[config.mk]
export PLATFORM = sky130hd
export DESIGN_NAME = red_unit
export DESIGN_NICKNAME = d
export VERILOG_FILES = /design/src/rtl/red_pkg.sv /design/src/rtl/red_unit_cla.sv /design/src/rtl/red_unit.sv
export SDC_FILE = /design/constraint.sdc
export NUM_CORES = 1
export LEC_CHECK = 0
export CAP_MARGIN = 25
export CELL_PAD_IN_SITES_DETAIL_PLACEMENT = 1
export CELL_PAD_IN_SITES_GLOBAL_PLACEMENT = 2
export CORE_UTILIZATION = 34
export CTS_CLUSTER_DIAMETER = 60
export DETAILED_ROUTE_END_ITERATION = 16
export GPL_TIMING_DRIVEN = 0
export HOLD_SLACK_MARGIN = 0.15
export PLACE_DENSITY = 0.88
export SKIP_LAST_GASP = 1
export SYNTH_ARGS = -nofsm -noshare
export SYNTH_HDL_FRONTEND = slang
export SYNTH_SLANG_ARGS = --single-unit
[constraint.sdc]
create_clock -name clk -period 10.4 [get_ports clk]
set_input_delay 1.04 -clock clk [delete_from_list [all_inputs] [get_ports clk]]
set_output_delay 1.04 -clock clk [all_outputs]
set_load 0.05 [all_outputs]
[src/rtl/red_pkg.sv]
// Shared widths, state encoding and sign-extension helpers for the nibble reduction unit.
package red_pkg;

    localparam int NIBBLES = 4;
    localparam int NIB_W   = 4;
    localparam int ACC_W   = 8;
    localparam int WORD_W  = 16;
    localparam int PAIR_W  = NIB_W + 1;

    typedef enum logic [1:0] {
        IDLE  = 2'd0,
        ACCUM = 2'd1,
        DONE  = 2'd2
    } state_t;

    // Widen a signed nibble to the 5-bit adder operand width.
    function automatic logic [PAIR_W-1:0] sext5(input logic [NIB_W-1:0] nib);
        return {nib[NIB_W-1], nib};
    endfunction

    // Widen a 5-bit pair sum to the accumulator width.
    function automatic logic [ACC_W-1:0] sext_acc(input logic [PAIR_W-1:0] val);
        return {{(ACC_W-PAIR_W){val[PAIR_W-1]}}, val};
    endfunction

endpackage

[src/rtl/red_unit_cla.sv]
// Existing 5-bit carry-lookahead adder: every carry is formed directly from generate/propagate terms.
module CLA_5bit (
    input  logic [4:0] a,
    input  logic [4:0] b,
    input  logic       cin,
    output logic [4:0] sum,
    output logic       cout
);

    logic [4:0] g;
    logic [4:0] p;
    logic [5:0] c;

    // Flattened lookahead carries so no carry waits on the previous stage.
    always_comb begin
        g    = a & b;
        p    = a ^ b;
        c[0] = cin;
        c[1] = g[0] | (p[0] & cin);
        c[2] = g[1] | (p[1] & g[0]) | (p[1] & p[0] & cin);
        c[3] = g[2] | (p[2] & g[1]) | (p[2] & p[1] & g[0])
             | (p[2] & p[1] & p[0] & cin);
        c[4] = g[3] | (p[3] & g[2]) | (p[3] & p[2] & g[1])
             | (p[3] & p[2] & p[1] & g[0]) | (p[3] & p[2] & p[1] & p[0] & cin);
        c[5] = g[4] | (p[4] & g[3]) | (p[4] & p[3] & g[2])
             | (p[4] & p[3] & p[2] & g[1]) | (p[4] & p[3] & p[2] & p[1] & g[0])
             | (p[4] & p[3] & p[2] & p[1] & p[0] & cin);
        sum  = p ^ c[4:0];
        cout = c[5];
    end

endmodule

[src/rtl/red_unit.sv]
// Sums four signed nibble pairs from two 16-bit operands, one pair per cycle, into a sign-extended word.
module red_unit
    import red_pkg::*;
(
    input  logic              clk,
    input  logic              rst_n,
    input  logic              start,
    input  logic [WORD_W-1:0] rs_data,
    input  logic [WORD_W-1:0] rt_data,
    output logic              busy,
    output logic              done,
    output logic [WORD_W-1:0] result
);

    state_t             state;
    state_t             next_state;
    logic [WORD_W-1:0]  op_a;
    logic [WORD_W-1:0]  op_b;
    logic [ACC_W-1:0]   acc;
    logic [1:0]         cnt;
    logic [NIB_W-1:0]   nib_a;
    logic [NIB_W-1:0]   nib_b;
    logic [PAIR_W-1:0]  pair_sum;
    logic [ACC_W-1:0]   acc_next;
    logic               carry_unused;
    logic               accept;

    // A new request is only honoured while not accumulating, so start during ACCUM is ignored.
    assign accept = start && (state == IDLE || state == DONE);

    // Nibble pair selected by the counter, least significant nibble first.
    assign nib_a = op_a[{cnt, 2'b00} +: NIB_W];
    assign nib_b = op_b[{cnt, 2'b00} +: NIB_W];

    CLA_5bit u_pair_add (
        .a    (sext5(nib_a)),
        .b    (sext5(nib_b)),
        .cin  (1'b0),
        .sum  (pair_sum),
        .cout (carry_unused)
    );

    assign acc_next = acc + sext_acc(pair_sum);

    // State register; reset drops any operation in flight.
    always_ff @(posedge clk or negedge rst_n) begin
        if (!rst_n) begin
            state <= IDLE;
        end else begin
            state <= next_state;
        end
    end

    // Next-state decode: four ACCUM cycles, then a single DONE cycle that may chain straight into a new run.
    always_comb begin
        next_state = state;
        case (state)
            IDLE:    if (accept) next_state = ACCUM;
            ACCUM:   if (cnt == 2'd3) next_state = DONE;
            DONE:    next_state = accept ? ACCUM : IDLE;
            default: next_state = IDLE;
        endcase
    end

    // Operand capture, accumulation and result update; result only moves on the final accumulate edge.
    always_ff @(posedge clk or negedge rst_n) begin
        if (!rst_n) begin
            op_a   <= '0;
            op_b   <= '0;
            acc    <= '0;
            cnt    <= '0;
            result <= '0;
        end else if (accept) begin
            op_a <= rs_data;
            op_b <= rt_data;
            acc  <= '0;
            cnt  <= '0;
        end else if (state == ACCUM) begin
            acc <= acc_next;
            if (cnt == 2'd3) begin
                result <= {{(WORD_W-ACC_W){acc_next[ACC_W-1]}}, acc_next};
            end else begin
                cnt <= cnt + 2'd1;
            end
        end
    end

    assign busy = (state == ACCUM);
    assign done = (state == DONE);

endmodule

==> summary.md <==
| Metric | Value |
|---|---|
| Post-cts sizing count | `0` |
| Clk Latency, worst-skew pair | `0.31 ns` |
| Ant diodes | `0` |
| Max Clock Skew | `0.0139 ns` |
| Setup bufs post-CTS | `0` |
| Worst-path fanout max | `9` |
| Mapped Nets | `318` |
| Worst EP arrival | `roughly 4 ns` |
| Synth Instances | `roughly 270` |
| CP Capture Point | `acc[7]$_DFFE_PN0P_` |
| CTS tree | `built` |
| Clock Path Buffers | `2` |
| IO Port Bufs | `52` |
| Clock Pin Slew Worst Setup and Hold Paths | `0.10 ns` |
| Routed metal-1 wire length | `about 2900 um` |
| Hold_ws | `0.477 ns` |
| Antenna-violating nets left | `0` |
| Status | `completed` |
| Top-area cell type share of the netlist area | `48.5%` |
| Core Area | `0.00769 sq mm` |
| Ranking of synthesized cells by area | `dfrtp_1, nand2_1, mux4_2` |
| Crit path largest cell delay | `0.61 ns` |
| Avg Cell Area, Syn | `between 9 and 10 sq um` |
| Fmax | `263 MHz` |
| Layout fillers | `902` |
| Area post-placement | `0.00335 sq mm` |
| Hold buffers post-CTS | `0` |
| Top delay family on crit path | `compound AO/OA/AOI/OAI gates` |
| Post-synth ARST share | `between 90% and 100%` |
| Routed len/inst | `roughly 14 um` |
| Initial DRC Count | `52` |
| Internal reg-to-reg setup slack | `approximately 6.6 ns` |
| Met3 wire len | `209 um` |
| Rel. slew slack | `between 60% and 70%` |
| Critical-path cell list | `buf_2, mux4_2, ha_1, a21o_1, a2111oi_4, or2_4, ha_1, a21oi_1, o211ai_1, a21oi_1, mux2i_1, mux2i_1` |
| Crit path capture type | `register` |
| Slowest-stage cell, CP | `mux4_2` |
| TritonCTS Sinks | `52` |
| Commonest non-fill, non-tap cell in the layout | `nand2_1` |
| R2R depth | `12` |
| Top routing layer used | `met4` |
| Via count | `2009` |
| Placer Congestion | `~0.75` |
| EDFF count, synth | `0` |
| Max Slew Vio Count | `0` |
| Reg2Reg Capture Point | `acc[7]$_DFFE_PN0P_` |
| Fraction of layout cells with a size suffix above 1 | `10.3%` |
| Die H | `90.8 um` |
| H-tree depth | `2` |
| Crit path kind | `register to register` |
| Met2 WL post-DR | `2930 um` |
| Largest net degree at the start of global routing | `39` |
| Critical Path RT | `10.63 ns` |
| Final Hold Viols | `0` |
| Layout area overhead | `27.7%` |
| Slew of the pin with the lowest slew margin | `0.542 ns` |
| Commonest cells after routing, fill and taps aside | `nand2_1, dfrtp_1, clkdlybuf4s50_1` |
| Dominant cell type by area after synthesis | `dfrtp_1` |
| Die W | `90.8 um` |
| Seq/Total Area, Yosys | `48.5%` |
| Vias per Instance | `approximately 4.7` |
| # nets final | `378` |
| Vias in the first global route | `about 2200` |
| Reg2Reg Launch Point | `cnt[0]$_DFFE_PN0P_` |
| CP Launch Type | `register` |
| TritonCTS buffer count | `5` |
| Setup TNS Final | `0 ns` |
| Dominant synthesized flop cell | `dfrtp_1` |
| Setup violations, final | `0` |
| Die ar. | `roughly 0.0083 sq mm` |
| Total track usage | `approximately 17%` |
| Final Instance Area | `0.00343 sq mm` |
| Ys Warns | `0` |
| FP Rows | `32` |
| First-pass DRT Iterations | `4` |
| IO Count | `53` |
| Hold path cells | `2` |
| Crit path buf inv count | `1` |
| Clk root buf | `clkbuf_8` |
| Initial antenna violation count | `0` |
| Tcrit/Tclk final | `approximately 37%` |
| Yosys reg bits | `52` |
| Post-DP HPWL | `4610 um` |
| DRC errors left | `0` |
| RSZ-0062 raised after global routing | `false` |
| Library cells used by synthesis | `39` |
| Critical Path Source | `cnt[0]$_DFFE_PN0P_` |
| Min Tclk post-route | `3.80 ns` |
| Routed wire length | `6050 um` |
| Max cap viols | `0` |
| Starting Density | `34.9%` |
| Min-Delay Path Class | `register to register` |
| First-pass GRT wire length | `10900 um` |
| Synth Cell Area | `between 0.002 and 0.003 sq mm` |
| Critical path depth | `12` |
| Gr ovfl total | `0` |
## Yosys cell counts, drive strengths merged, types with 2 or more instances
cell type,instances
clkbuf,8
nor2,3
o211ai,2
buf,12
nand2b,3
nor3,4
ha,12
o21ai,5
fa,2
or3,2
nor2b,3
mux4,8
xor2,4
a211oi,2
a21o,5
nand2,109
mux2i,2
a21oi,5
mux2,3
a22o,6
xnor2,3
inv,4
dfrtp,52
## worst reg2reg max path: stages (launching register included)
cell,delay (ns)
dfrtp_1,0.37
buf_2,0.31
mux4_2,0.61
ha_1,0.32
a21o_1,0.22
a2111oi_4,0.40
or2_4,0.21
ha_1,0.27
a21oi_1,0.19
o211ai_1,0.11
a21oi_1,0.27
mux2i_1,0.25
mux2i_1,0.20
## final cells by class
type | count | area [sq um] | share of cell area (%)
buffer | 20 | 109 | 3.18
clock buffer | 5 | 68.8 | 2.01
clock inverter | 2 | 12.5 | 0.365
inverter | 4 | 15.0 | 0.438
multi-input combinational | 193 | 1260 | 36.7
sequential | 52 | 1300 | 38.0
tap | 102 | 128 | 3.72
timing repair buffer | 53 | 536 | 15.6
## sequential cells by signal, summed over array words and instances, names as in the netlist
name,flops
acc,8
cnt,2
op_a,16
op_b,16
result,8
state,2
## how the worst min path moves through the flow
stage	from	to	slack, ns
final	result[5]$_DFFE_PN0P_	result[5]$_DFFE_PN0P_	0.48
after global routing	op_b[10]$_DFFE_PN0P_	op_b[10]$_DFFE_PN0P_	0.51
after CTS	result[5]$_DFFE_PN0P_	result[5]$_DFFE_PN0P_	0.48
after detailed placement	result[5]$_DFFE_PN0P_	result[5]$_DFFE_PN0P_	0.46
after global placement	result[5]$_DFFE_PN0P_	result[5]$_DFFE_PN0P_	0.45
after floorplan	op_a[10]$_DFFE_PN0P_	op_a[10]$_DFFE_PN0P_	0.44
## cells by family (layout without fill, tap and decap cells)
family | count (synthesis) | in the layout | synth area share (%)
and+or+nand+nor | 128 | 128 | 19.4
muxes | 13 | 13 | 8.72
AOI/OAI and AO/OA | 30 | 30 | 8.48
DFF | 52 | 52 | 48.5
xor gates and xnor gates | 8 | 8 | 3.17
buffers and inverters | 24 | 84 | 4.62
adders and majority gates | 14 | 14 | 7.09
## layer usage
| layer | global-route usage [%] | vias up |
|---|---|---|
| met5 | 0 | - |
| met4 | 3.17 | 0 |
| met3 | 3.37 | 5 |
| met2 | 27.8 | 45 |
| met1 | 22.6 | 956 |
| li1 | - | 1003 |
## metrics by stage
step,utilization (%),worst slack (ns),instances
finish,44.6,6.60,431
global route,44.6,6.30,431
CTS,44.6,6.53,431
detailed placement,43.5,6.55,424
global placement,43.3,6.63,423
floorplan,-,6.94,269
Power is not shown: default switching activity piles up to over one toggle a cycle in this logic, so the estimate is an artifact.
